### config.mk
export PLATFORM = sky130hd
export DESIGN_NAME = alu_ctrl_fsm
export DESIGN_NICKNAME = d
export VERILOG_FILES = /design/src/rtl/alu_ctrl_fsm.sv
export SDC_FILE = /design/constraint.sdc
export NUM_CORES = 1
export LEC_CHECK = 0
export CAP_MARGIN = 10
export CORE_MARGIN = 2
export CORE_UTILIZATION = 44
export DETAILED_ROUTE_END_ITERATION = 6
export PLACE_DENSITY_LB_ADDON = 0.3
export SYNTH_ARGS = -nofsm -noshare
export SYNTH_HDL_FRONTEND = slang
export SYNTH_SLANG_ARGS = --single-unit
### constraint.sdc
create_clock -name clk -period 2.7 [get_ports clk]
set_input_delay 0.54 -clock clk [delete_from_list [all_inputs] [get_ports clk]]
set_output_delay 0.54 -clock clk [all_outputs]
set_load 0.05 [all_outputs]
### src/rtl/alu_ctrl_fsm.sv
// alu_ctrl_fsm: multi-cycle controller that accepts one MIPS instruction per
// handshake, decodes it into ALU function/select codes and sequences
// IDLE -> DECODE -> EXEC -> WB, pulsing reg_write/branch_taken/done in WB.
// Optional build macro: CTRL_PERF_CNT_EN adds a wrapping retired-instruction
// counter on instr_count; without it instr_count is tied to zero.
module alu_ctrl_fsm (
  input  logic        clk,
  input  logic        rst,
  input  logic        instr_valid,
  input  logic [31:0] instr,
  output logic        instr_ready,
  input  logic        alu_zero,
  output logic [5:0]  alu_funct,
  output logic [4:0]  alu_shamt,
  output logic        srca_rt,
  output logic [1:0]  srcb_sel,
  output logic [31:0] imm,
  output logic [4:0]  rs_addr,
  output logic [4:0]  rt_addr,
  output logic [4:0]  wr_addr,
  output logic        reg_write,
  output logic        branch_taken,
  output logic        done,
  output logic        illegal,
  output logic [31:0] instr_count
);

  // MIPS opcodes and R-type function fields recognised by the decoder.
  localparam logic [5:0] OP_RTYPE = 6'b000000;
  localparam logic [5:0] OP_BEQ   = 6'b000100;
  localparam logic [5:0] OP_ADDIU = 6'b001001;
  localparam logic [5:0] OP_SLTI  = 6'b001010;
  localparam logic [5:0] FN_ADDU  = 6'b100001;
  localparam logic [5:0] FN_SUBU  = 6'b100011;
  localparam logic [5:0] FN_SLL   = 6'b000000;
  localparam logic [5:0] FN_SLLV  = 6'b000100;

  // Internal ALU function codes.
  localparam logic [5:0] ALU_IDLE = 6'b000000;
  localparam logic [5:0] ALU_ADDU = 6'b001001;
  localparam logic [5:0] ALU_SUBU = 6'b001010;
  localparam logic [5:0] ALU_SLL  = 6'b100001;
  localparam logic [5:0] ALU_SLLV = 6'b110101;
  localparam logic [5:0] ALU_SLTI = 6'b101010;

  // Operand-B select encodings.
  localparam logic [1:0] SRCB_RT  = 2'b00;
  localparam logic [1:0] SRCB_IMM = 2'b01;
  localparam logic [1:0] SRCB_RS  = 2'b10;

  typedef enum logic [1:0] {
    IDLE   = 2'd0,
    DECODE = 2'd1,
    EXEC   = 2'd2,
    WB     = 2'd3
  } state_t;

  state_t state, state_nxt;

  // Latched instruction word; pure data, so it carries no reset.
  logic [31:0] ir;
  logic        accept;

  // Instruction fields of the latched word.
  logic [5:0] f_op;
  logic [4:0] f_rs;
  logic [4:0] f_rt;
  logic [4:0] f_rd;
  logic [4:0] f_shamt;
  logic [5:0] f_funct;
  logic [15:0] f_imm;

  assign f_op    = ir[31:26];
  assign f_rs    = ir[25:21];
  assign f_rt    = ir[20:16];
  assign f_rd    = ir[15:11];
  assign f_shamt = ir[10:6];
  assign f_funct = ir[5:0];
  assign f_imm   = ir[15:0];

  // Combinational decode results of the latched word.
  logic       dec_legal;
  logic [5:0] dec_funct;
  logic [4:0] dec_shamt;
  logic       dec_srca_rt;
  logic [1:0] dec_srcb_sel;
  logic [4:0] dec_wr_addr;
  logic       dec_write;
  logic       dec_branch;

  // Next values for every registered output and internal control flag.
  logic        ready_nxt;
  logic [5:0]  funct_nxt;
  logic [4:0]  shamt_nxt;
  logic        srca_nxt;
  logic [1:0]  srcb_nxt;
  logic [31:0] imm_nxt;
  logic [4:0]  rs_nxt;
  logic [4:0]  rt_nxt;
  logic [4:0]  wr_nxt;
  logic        reg_write_nxt;
  logic        branch_nxt;
  logic        done_nxt;
  logic        illegal_nxt;

  // Per-instruction control flags captured in DECODE and consumed in EXEC.
  logic wr_en, wr_en_nxt;
  logic br_en, br_en_nxt;

  function automatic logic signed [31:0] sign_ext16(input logic [15:0] v);
    logic signed [15:0] s;
    s = $signed(v);
    return 32'(s);
  endfunction

  assign accept = (state == IDLE) && instr_valid && instr_ready;

  // Capture the instruction word on the accepting handshake.
  always_ff @(posedge clk) begin
    if (accept) ir <= instr;
  end

  // Map the latched opcode/funct onto ALU codes, operand selects and write target.
  always_comb begin
    dec_legal    = 1'b1;
    dec_funct    = ALU_IDLE;
    dec_shamt    = '0;
    dec_srca_rt  = 1'b0;
    dec_srcb_sel = SRCB_RT;
    dec_wr_addr  = '0;
    dec_write    = 1'b0;
    dec_branch   = 1'b0;
    case (f_op)
      OP_RTYPE: begin
        case (f_funct)
          FN_ADDU: begin
            dec_funct   = ALU_ADDU;
            dec_wr_addr = f_rd;
            dec_write   = 1'b1;
          end
          FN_SUBU: begin
            dec_funct   = ALU_SUBU;
            dec_wr_addr = f_rd;
            dec_write   = 1'b1;
          end
          FN_SLL: begin
            dec_funct   = ALU_SLL;
            dec_srca_rt = 1'b1;
            dec_shamt   = f_shamt;
            dec_wr_addr = f_rd;
            dec_write   = 1'b1;
          end
          FN_SLLV: begin
            dec_funct    = ALU_SLLV;
            dec_srca_rt  = 1'b1;
            dec_srcb_sel = SRCB_RS;
            dec_wr_addr  = f_rd;
            dec_write    = 1'b1;
          end
          default: dec_legal = 1'b0;
        endcase
      end
      OP_ADDIU: begin
        dec_funct    = ALU_ADDU;
        dec_srcb_sel = SRCB_IMM;
        dec_wr_addr  = f_rt;
        dec_write    = 1'b1;
      end
      OP_SLTI: begin
        dec_funct    = ALU_SLTI;
        dec_srcb_sel = SRCB_IMM;
        dec_wr_addr  = f_rt;
        dec_write    = 1'b1;
      end
      OP_BEQ: begin
        dec_funct    = ALU_SUBU;
        dec_srcb_sel = SRCB_RT;
        dec_branch   = 1'b1;
      end
      default: dec_legal = 1'b0;
    endcase
  end

  // Next-state and next-output logic; ALU controls hold unless a state changes them.
  always_comb begin
    state_nxt     = state;
    ready_nxt     = 1'b0;
    funct_nxt     = alu_funct;
    shamt_nxt     = alu_shamt;
    srca_nxt      = srca_rt;
    srcb_nxt      = srcb_sel;
    imm_nxt       = imm;
    rs_nxt        = rs_addr;
    rt_nxt        = rt_addr;
    wr_nxt        = wr_addr;
    wr_en_nxt     = wr_en;
    br_en_nxt     = br_en;
    reg_write_nxt = 1'b0;
    branch_nxt    = 1'b0;
    done_nxt      = 1'b0;
    illegal_nxt   = 1'b0;
    case (state)
      IDLE: begin
        ready_nxt = 1'b1;
        if (accept) begin
          state_nxt = DECODE;
          ready_nxt = 1'b0;
        end
      end
      DECODE: begin
        if (dec_legal) begin
          state_nxt = EXEC;
          funct_nxt = dec_funct;
          shamt_nxt = dec_shamt;
          srca_nxt  = dec_srca_rt;
          srcb_nxt  = dec_srcb_sel;
          imm_nxt   = sign_ext16(f_imm);
          rs_nxt    = f_rs;
          rt_nxt    = f_rt;
          wr_nxt    = dec_wr_addr;
          wr_en_nxt = dec_write;
          br_en_nxt = dec_branch;
        end else begin
          // Unsupported encodings skip EXEC and retire straight away as illegal.
          state_nxt   = WB;
          funct_nxt   = ALU_IDLE;
          shamt_nxt   = '0;
          srca_nxt    = 1'b0;
          srcb_nxt    = SRCB_RT;
          imm_nxt     = '0;
          rs_nxt      = '0;
          rt_nxt      = '0;
          wr_nxt      = '0;
          wr_en_nxt   = 1'b0;
          br_en_nxt   = 1'b0;
          done_nxt    = 1'b1;
          illegal_nxt = 1'b1;
        end
      end
      EXEC: begin
        // alu_zero is only looked at on this edge; later changes cannot affect the branch.
        state_nxt     = WB;
        reg_write_nxt = wr_en && (wr_addr != 5'd0);
        branch_nxt    = br_en && alu_zero;
        done_nxt      = 1'b1;
      end
      WB: begin
        state_nxt = IDLE;
        ready_nxt = 1'b1;
        funct_nxt = ALU_IDLE;
        shamt_nxt = '0;
        srca_nxt  = 1'b0;
        srcb_nxt  = SRCB_RT;
        imm_nxt   = '0;
        rs_nxt    = '0;
        rt_nxt    = '0;
        wr_nxt    = '0;
        wr_en_nxt = 1'b0;
        br_en_nxt = 1'b0;
      end
      default: state_nxt = IDLE;
    endcase
  end

  // State register; an asserted reset aborts any in-flight instruction.
  always_ff @(posedge clk or posedge rst) begin
    if (rst) state <= IDLE;
    else     state <= state_nxt;
  end

  // Registered outputs, all cleared while reset is high.
  always_ff @(posedge clk or posedge rst) begin
    if (rst) begin
      instr_ready  <= 1'b0;
      alu_funct    <= ALU_IDLE;
      alu_shamt    <= '0;
      srca_rt      <= 1'b0;
      srcb_sel     <= SRCB_RT;
      imm          <= '0;
      rs_addr      <= '0;
      rt_addr      <= '0;
      wr_addr      <= '0;
      wr_en        <= 1'b0;
      br_en        <= 1'b0;
      reg_write    <= 1'b0;
      branch_taken <= 1'b0;
      done         <= 1'b0;
      illegal      <= 1'b0;
    end else begin
      instr_ready  <= ready_nxt;
      alu_funct    <= funct_nxt;
      alu_shamt    <= shamt_nxt;
      srca_rt      <= srca_nxt;
      srcb_sel     <= srcb_nxt;
      imm          <= imm_nxt;
      rs_addr      <= rs_nxt;
      rt_addr      <= rt_nxt;
      wr_addr      <= wr_nxt;
      wr_en        <= wr_en_nxt;
      br_en        <= br_en_nxt;
      reg_write    <= reg_write_nxt;
      branch_taken <= branch_nxt;
      done         <= done_nxt;
      illegal      <= illegal_nxt;
    end
  end

`ifdef CTRL_PERF_CNT_EN
  logic [31:0] cnt;

  // Count legal retirements on the EXEC->WB edge, the same edge that raises done.
  always_ff @(posedge clk or posedge rst) begin
    if (rst)                cnt <= '0;
    else if (state == EXEC) cnt <= cnt + 32'd1;
  end

  assign instr_count = cnt;
`else
  assign instr_count = '0;
`endif

endmodule

# Yosys cells after proc, flatten, opt, wreduce, memory -nomap -nowiden
# Index checks and enable logic that the tools add are counted.
# Widths: inputs -> output; s select.
# totals
ff_bits	102
in_bits	36
output_inout_bits	98
wordCells	84
# classes
n_eq_ne	10
n_mux	44
n_reduce_logical	13
# op_table
cell	count
$pmux 32 s2	1
$pmux 5 s2	5
$pmux 6 s4	2
$mux 5	7
$mux 32	1
$pmux 1 s2	7
$mux 1	13
$eq 6x3->1 const B	2
$eq 6x4->1 const B	2
$eq 6x6->1 const B	2
$logic_not 6->1	2
$pmux 6 s2	1
$pmux 2 s2	2
$pmux 2 s4	1
$mux 2	3
$mux 6	1
$reduce_bool 5->1	1
$eq 2x2->1 const B	2
$logic_and 1x1->1	4
$reduce_or 2->1	2
$reduce_or 4->1	1
$reduce_or 3->1	1
$eq 2x1->1 const B	1
$logic_not 2->1	1
2 further kinds	2

# Logic depth before layout (Yosys ltp)
# Gate-level depths: netlist (run 1).
# logic_depth
depth_word	6
mapped_depth	7
mapped_depth_nobuf	5

# Worst setup path before layout (run 1)
# No wires, ideal clock.
# synth_timing
path_kind	register -> register
start	register instr_ready
end	register ir[0], enable pin
setup_time_ps	392
arrival_time_ps	1552
required_time_ps	2308
setup_slack_ps	756
path_stages_with_launch	2
n_path_buf	0
period_less_slack_ps	1944
path_cell_list	dfrtp_1 and3_1
# synth_via
elab_chain_cells	1
# synth_lines
item	line	text
start, declared	11	output logic instr_ready,
start signal, assigned	290	instr_ready <= ready_nxt;
$logic_and 1x1->1	116	assign accept = (state == IDLE) && instr_valid && instr_ready;
via accept	62	logic accept;
end signal, assigned	120	if (accept) ir <= instr;
end, declared	61	logic [31:0] ir;
# The timed path passes the listed nets, and every way through them passes these cells.
# A chain may end at the register's enable or synchronous reset.

==> out/results.txt, run 1 <==
Vias in the first global route -> 2,206
CP endpoint kind -> output port
Num rows -> 33
Seq/Total Area, Yosys -> 0.6277
CTS Buf Count -> 9
DRC Markers -> 0
Slew margin rel. -> 0.5484
Pwr dens -> 730.5 nW/µm²
Period utilization -> 0.8984
Netlist Area Pre-Place -> 3643 µm²
Post_cts resized -> 0
Starting DRT DRC Count -> 70
Worst hold slack -> 0.4778 ns
Worst setup path end -> imm[24]
Most frequent cells in the layout -> 101 x clkdlybuf4s50_1, 53 x dfrtp_1, 32 x conb_1, 32 x edfxtp_1, 31 x a22o_1
Tmin final -> 2.426 ns
Flop2flop setup slack -> 0.67 ns
Status -> finished clean
Final Hold Violating Endpoints -> 0
Setup TNS -> 0 ns
Core area -> 8134 µm²
Yosys warns -> 0
Post-layout nets -> 398
Largest net degree at the start of global routing -> 54
Reg2reg end -> rt_addr[3]$_DFFE_PP0P_
Skew-Pair Late Insertion Delay -> 0.35 ns
Peak Freq -> 412.2 MHz
Setup violations, final -> 0
Post-Synthesis Cells -> 268
Avg Cell Area, Syn -> 13.60 µm²
Req. time, crit path -> 2.16 ns
Static Leak -> 1.967 nW
WP buf/inv -> 1
Hold_buf cts -> 0
Most common cell after layout, fill and taps aside -> clkdlybuf4s50_1
Final Max Slew Viols -> 0
I/O Buffers -> 101
Vias/cell -> 4.944
Clk root buf -> clkbuf_8
Crit Path Class -> reg -> out
R2R depth -> 4
GR Util All Layers -> 0.1699
Synth-to-layout area growth -> 29.19%
Sinks on Clock Net -> 85
Clock buffer depth -> 2
Final HPWL DP -> 5087 µm
Slowest stage cell on the critical path -> clkdlybuf4s50_1
Clock Skew -> 0.01380 ns
GPL Wtd Cong -> 0.7607
Post-synth EDFFs -> 32
Initial antenna violation count -> 0
Worst Path Max Fanout -> 18
Antenna viol nets, final -> 0
Final WL -> 7253 µm
DR vias -> 2,309
Die Span Y -> 95 µm
Initial Util -> 0.4479
First-pass detailed-route iteration total -> 4
Layout cells sized above 1 -> 0.07459
Post-CTS setup buffers -> 0
Die area -> 9025 µm²
N_diodes -> 0
RR Startpoint -> ir[26]$_DFFE_PP_
Slew @ Worst Pin -> 0.6774 ns
Ports -> 134
Cell variety after synth -> 43
Die span in x -> 95 µm
CP top delay family -> buffers and inverters
VDD IR max -> 0.2841 mV
Top FF cell, synth -> dfrtp_1
CTS tree -> built
Worst setup SP type -> register
Global-route wire length before repair -> 11,430 µm
Crit path from -> imm[30]$_DFFE_PP0P_
RSZ-0062 raised after global routing -> false
CP Depth -> 1
Max cap viols -> 0
Total grt overflow -> 0
Htree depth -> 3
Arr. time, crit path -> 1.89 ns
Worst hold path class -> reg -> reg
Critical path's largest stage delay -> 0.90 ns
Yosys reg bits -> 85
Cells along the critical path -> clkdlybuf4s50_1
Async set-reset flop share out of synthesis -> 0.6235
Clock Pin Slew Worst Setup and Hold Paths -> 0.10 ns
Routed length per instance -> 15.53 µm
worst min-delay path by stage:
| stage | startpoint | end | cells past startpoint |
|---|---|---|---|
| 5_1_grt | ir[23]$_DFFE_PP_ | rs_addr[2]$_DFFE_PP0P_ | 1 |
| 3_3_place_gp | ir[25]$_DFFE_PP_ | rs_addr[4]$_DFFE_PP0P_ | 1 |
| 6_report | ir[23]$_DFFE_PP_ | rs_addr[2]$_DFFE_PP0P_ | 1 |
| 3_5_place_dp | ir[23]$_DFFE_PP_ | rs_addr[2]$_DFFE_PP0P_ | 1 |
| 2_1_floorplan | ir[21]$_DFFE_PP_ | rs_addr[0]$_DFFE_PP0P_ | 1 |
| 4_1_cts | ir[23]$_DFFE_PP_ | rs_addr[2]$_DFFE_PP0P_ | 1 |
flip-flops by register name, summed over array words and instances, names as in the netlist, 2 cells and up:
signal	flops
rt_addr	5
ir	32
alu_shamt	5
state	2
srcb_sel	2
imm	16
rs_addr	5
alu_funct	5
wr_addr	5
per-stage QoR:
step / power (mW) / utilization / cell area (µm²) / instances / setup WS [ns]
detailed placement: 2.594 / 0.5541 / 4507 / 451 / 0.6208
finish: 3.439 / 0.5787 / 4707 / 467 / 0.2742
global placement: 2.578 / 0.5541 / 4507 / 451 / 0.6657
global route: 3.625 / 0.5787 / 4707 / 467 / 0.1387
CTS: 3.475 / 0.5787 / 4707 / 467 / 0.2231
floorplan: 2.320 / - / 3760 / 299 / 0.7562
synthesized netlist by cell type, types with 5 or more instances:
library cell	n	area [µm²]
buf_4	49	367.9
nor2_1	11	41.29
ha_1	5	62.56
nand2_1	8	30.03
a22o_1	31	271.5
and2_1	5	31.28
clkbuf_1	6	22.52
dfrtp_1	53	1326
a221o_1	5	50.05
edfxtp_1	32	960.9
cell families after synthesis:
logic type	Yosys count	synth area share
mux	3	0.008242
xor+xnor	1	0.002404
flops	85	0.6277
buf+inv	63	0.1236
other cells	1	0.001029
fa+ha+maj	5	0.01717
compound gates	54	0.1302
simple gates	56	0.08963
area by class of cell:
class,count,area [µm²]
multi-input cells,151,1025
clock inverters,7,76.32
repair buffers,106,1049
fillers,703,3427
flip-flops and latches,85,2287
clock buffers,9,123.9
inverters,4,15.01
well taps,105,131.4
power breakdown:
part,internal [mW],switching [mW],total [mW],leakage [nW]
Sequential,1.45,0.0666,1.52,1.02
Clock,0.366,0.507,0.873,0.102
Combinational,0.321,0.728,1.05,0.848
Total,2.14,1.30,3.44,1.97
layer usage:
layer  global-route usage  vias up  routed length (µm)
li1                     -     1074                   -
met5                    0        -                   0
met1               0.2302     1123                3221
met2               0.2689      107                3540
met3              0.04629        5                 441
met4              0.05072        0                  50
Power figures use the tool's default switching activity.
==> run 2, diff against run 1 <==
- CORE_MARGIN: 2 -> 8
- CTS_CLUSTER_DIAMETER: unset -> 40
- GPL_ROUTABILITY_DRIVEN: unset -> 0
==> run 2 against run 1 <==
Effect of this change: worst hold slack got worse by 0.0080 ns; die area rose by 27%; clock power fell by 2%; critical path type unchanged; largest cell class unchanged; design area fell by 0.11%; worst setup slack got worse by 0.023 ns; core utilization fell by 0.061 points; sequential share of layout area rose by 0.052 points; sequential cell count did not move; total power fell by 0.45%.
==> out/results.txt, run 2 (synthesized netlist as in run 1, its figures left out) <==
Status -> finished clean
CP endpoint kind -> output port
Initial antenna violation count -> 0
Global-route wire length before repair -> 12,340 µm
Total grt overflow -> 0
Post-CTS setup buffers -> 0
N_diodes -> 0
Arr. time, crit path -> 1.91 ns
Leading registers by flop count -> ir x32, imm x16
Sinks on Clock Net -> 85
Setup violations, final -> 0
Skew-Pair Late Insertion Delay -> 0.35 ns
Switching Fraction -> 0.3786
Sequential Power Share -> 0.443
I/O Buffers -> 101
WL met3 -> 765 µm
Vias in the first global route -> 2,371
Final HPWL DP -> 5997 µm
CP Depth -> 1
RSZ-0062 raised after global routing -> false
Internal Power -> 2.127 mW
Most flops, register -> ir
Die Span Y -> 107 µm
Worst hold path class -> reg -> reg
Most common cell after layout, fill and taps aside -> clkdlybuf4s50_1
Static Leak -> 1.960 nW
Worst hold slack -> 0.4698 ns
Num rows -> 33
CP top delay family -> buffers and inverters
Die area -> 11,450 µm²
Slowest stage cell on the critical path -> clkdlybuf4s50_1
Period utilization -> 0.9068
Critical path's largest stage delay -> 0.91 ns
Worst Path Max Fanout -> 18
Top Metal Used -> met4
WP buf/inv -> 1
Comb pwr share -> 0.307
P_sw -> 1.296 mW
Slew margin rel. -> 0.5505
DRC Markers -> 0
Die span in x -> 107 µm
Vias/cell -> 4.938
Met2 wire length -> 3781 µm
GR Util All Layers -> 0.1380
Post_cts resized -> 0
DRT met1 WL -> 3470 µm
Worst setup SP type -> register
Hold_buf cts -> 0
Most frequent cells in the layout -> 101 x clkdlybuf4s50_1, 53 x dfrtp_1, 32 x conb_1, 32 x edfxtp_1, 31 x a22o_1
Clock Pin Slew Worst Setup and Hold Paths -> 0.10 ns
Routed length per instance -> 17.38 µm
Clock buffer depth -> 2
DR vias -> 2,311
Core Util, Final -> 0.5781
Req. time, crit path -> 2.16 ns
Clk root buf -> clkbuf_8
Setup TNS -> 0 ns
Final Max Slew Viols -> 0
CTS tree -> built
Final WL -> 8133 µm
VDD IR max -> 0.2671 mV
R2R depth -> 4
First-pass detailed-route iteration total -> 4
Pwr dens -> 728.0 nW/µm²
CTS Buf Count -> 9
Clk network pwr share -> 0.250
Max reg flops -> 32
Crit Path Class -> reg -> out
Max cap viols -> 0
Cells along the critical path -> clkdlybuf4s50_1
Initial Util -> 0.4479
Ports -> 134
Htree depth -> 3
Core area -> 8134 µm²
Worst hold path depth -> 1
Post-layout nets -> 399
Clock Skew -> 0.01344 ns
Antenna viol nets, final -> 0
Final Hold Violating Endpoints -> 0
Synth-to-layout area growth -> 29.05%
Starting DRT DRC Count -> 136
Largest net degree at the start of global routing -> 38
Layout cells sized above 1 -> 0.07713
Tmin final -> 2.448 ns
Slew @ Worst Pin -> 0.6733 ns
Peak Freq -> 408.4 MHz
run 2: final timing paths:
| check | startpoint | endpoint | slack, ns |
|---|---|---|---|
| min in group asynchronous | rst | alu_shamt[0]$_DFFE_PP0P_ | 0.61 |
| hold reg to reg | ir[22]$_DFFE_PP_ | rs_addr[1]$_DFFE_PP0P_ | 0.47 |
| hold / removal | ir[22]$_DFFE_PP_ | rs_addr[1]$_DFFE_PP0P_ | 0.47 |
| max in group asynchronous | rst | br_en$_DFFE_PP0P_ | 1.45 |
| setup / recovery | imm[30]$_DFFE_PP0P_ | imm[23] | 0.25 |
| setup reg to reg | ir[26]$_DFFE_PP_ | imm[10]$_DFFE_PP0P_ | 0.64 |
run 2: layout make-up:
cell class	instances	area (µm²)
fill	678	3432
sequential	85	2287
timing repair buffer	107	1056
multi-input combinational	151	1025
tap	105	131.4
clock buffer	9	123.9
clock inverter	7	63.81
inverter	4	15.01
run 2: power by group through the flow:
stage	Clock [mW]	Sequential (mW)	Combinational (mW)
floorplan	0	1.71	0.611
global placement	0	1.54	1.04
detailed placement	0	1.54	1.05
CTS	0.885	1.52	1.06
global route	0.925	1.53	1.13
finish	0.857	1.52	1.05
run 2: layer usage:
layer,global-route usage,up-vias
met1,0.1689,1120
met2,0.2176,103
met4,0.06432,0
met5,0,-
li1,-,1079
met3,0.04379,9
run 2: metrics by stage:
stage	worst slack [ns]	std cells	total power, mW	cell area (µm²)
floorplan	0.7562	299	2.320	3760
global placement	0.6497	452	2.582	4514
detailed placement	0.6076	452	2.599	4514
CTS	0.1973	468	3.460	4702
global route	0.1309	468	3.581	4702
finish	0.2517	468	3.423	4702
==> run 3, diff against run 2 <==
- CELL_PAD_IN_SITES_DETAIL_PLACEMENT: unset -> 0
- CELL_PAD_IN_SITES_GLOBAL_PLACEMENT: unset -> 1
- CORE_UTILIZATION: 44 -> 35
- CTS_CLUSTER_SIZE: unset -> 20
==> run 3 against run 2 <==
Effect of this change: sequential cell count unchanged; total power up 0.96%; fmax increased by 0.81%; combinational power grew 5%; worst setup slack improved by 0.020 ns; non-clock buffer count grew 2; critical endpoint is now imm[22]; worst hold slack improved by 0.0062 ns.
==> out/results.txt, run 3 (synthesized netlist as in run 1, its figures left out) <==
Synth-to-layout area growth -> 30.36%
Largest net degree at the start of global routing -> 33
Critical path's largest stage delay -> 0.90 ns
Slew @ Worst Pin -> 0.9587 ns
Slew margin rel. -> 0.3602
Post_cts resized -> 0
Die area -> 13,930 µm²
Inst Count DP -> 485
RR Startpoint -> state[1]$_DFFE_PP0P_
Placed cell area -> 4568 µm²
Static Leak -> 1.969 nW
Crit path from -> imm[30]$_DFFE_PP0P_
Vias in the first global route -> 2,437
Peak Freq -> 411.7 MHz
Max cap viols -> 0
Core area -> 10,230 µm²
Htree depth -> 3
Fillers -> 929
Clk root buf -> clkbuf_8
First-pass detailed-route iteration total -> 4
Pre-CTS setup slack -> 0.5987 ns
Total grt overflow -> 0
Clock Pin Slew Worst Setup and Hold Paths -> 0.10 ns
DRC Markers -> 0
GRT busiest layer -> met2
Reg area -> 2287 µm²
Max reg flops -> 32
Starting DRT DRC Count -> 119
Worst hold path depth -> 1
Tmin final -> 2.429 ns
Layout cells sized above 1 -> 0.07945
Skew-Pair Late Insertion Delay -> 0.37 ns
R2R depth -> 5
Worst hold slack -> 0.4760 ns
Worst setup SP type -> register
N_diodes -> 0
Worst Hold Launch -> ir[23]$_DFFE_PP_
Status -> finished clean
Clock Skew -> 0.01627 ns
Met3 GRT Util -> 0.06187
CTS tree -> built
Die Span Y -> 118.0 µm
Post-route cell area -> 4750 µm²
Hold_buf cts -> 0
Worst Path Max Fanout -> 18
Layout Cells excl Fill -> 501
Area of the multi-input gates -> 1025 µm²
Post-CTS setup buffers -> 0
Overall Power -> 3.456 mW
Flop2flop setup slack -> 0.59 ns
Worst hold path class -> reg -> reg
Final Max Slew Viols -> 0
Sinks on Clock Net -> 85
Initial antenna violation count -> 0
Die span in x -> 118.0 µm
GRT met2 Usage -> 0.1872
WP buf/inv -> 1
Req. time, crit path -> 2.16 ns
Final Hold Violating Endpoints -> 0
Crit Path Class -> reg -> out
Met1 GRT Util -> 0.1507
Period utilization -> 0.8995
Most frequent cells in the layout -> 101 x clkdlybuf4s50_1, 53 x dfrtp_1, 32 x conb_1, 32 x edfxtp_1, 31 x a22o_1
Most flops, register -> ir
Final HPWL DP -> 6387 µm
Reg2reg end -> alu_shamt[2]$_DFFE_PP0P_
DR vias -> 2,323
Leading registers by flop count -> ir x32, imm x16
Routed length per instance -> 17.09 µm
Setup violations, final -> 0
I/O Buffers -> 101
CP top delay family -> buffers and inverters
Arr. time, crit path -> 1.89 ns
Num rows -> 37
Antenna viol nets, final -> 0
Worst hold endpoint -> rs_addr[2]$_DFFE_PP0P_
Initial Util -> 0.3561
VDD IR max -> 0.3024 mV
Setup TNS -> 0 ns
Pwr dens -> 727.6 nW/µm²
Global-route wire length before repair -> 13,630 µm
Core Util, Final -> 0.4642
Slowest stage cell on the critical path -> clkdlybuf4s50_1
Cells along the critical path -> clkdlybuf4s50_1
Setup ws final -> 0.2713 ns
CTS Buf Count -> 9
Vias/cell -> 4.637
Final WL -> 8564 µm
Most common cell after layout, fill and taps aside -> clkdlybuf4s50_1
RSZ-0062 raised after global routing -> false
Ports -> 134
CP endpoint kind -> output port
GR Util All Layers -> 0.1246
Post-layout nets -> 401
Clock buffer depth -> 2
==> run 3: cell count changes in the layout (fill, tap and decap cells not counted) <==
cell / previous run / this run
buf_4: 6 / 8
clkinv_1: 0 / 1
clkinv_4: 1 / 2
clkinvlp_4: 2 / 1
inv_8: 2 / 1
==> run 3: cell type report <==
type / count / share of cell area
Clock buffer: 9 / 0.02608
Multi-Input combinational cell: 151 / 0.2158
Clock inverter: 7 / 0.01212
Inverter: 4 / 0.003161
Tap cell: 136 / 0.03583
Timing Repair Buffer: 109 / 0.2255
Sequential cell: 85 / 0.4816
==> run 3: where the power goes <==
group	total, mW	switching (mW)	internal, mW
registers	1.52	0.0671	1.45
clock network	0.841	0.494	0.347
logic	1.10	0.754	0.344
total	3.46	1.31	2.14
==> run 3: how the worst max path moves through the flow <==
stage	end	slack [ns]	cells after the start
after floorplan	ir[0]$_DFFE_PP_	0.76	1
after global placement	rt_addr[2]$_DFFE_PP0P_	0.62	5
after detailed placement	rs_addr[0]$_DFFE_PP0P_	0.60	5
after CTS	imm[22]	0.23	1
after global routing	imm[25]	0.14	1
final	imm[22]	0.27	1
==> run 3: metal layers <==
metal  part of all wire  routed length (µm)
met5                  0                   0
met1               0.45                3846
met4              0.013                 115
met3              0.093                 800
met2               0.44                3801
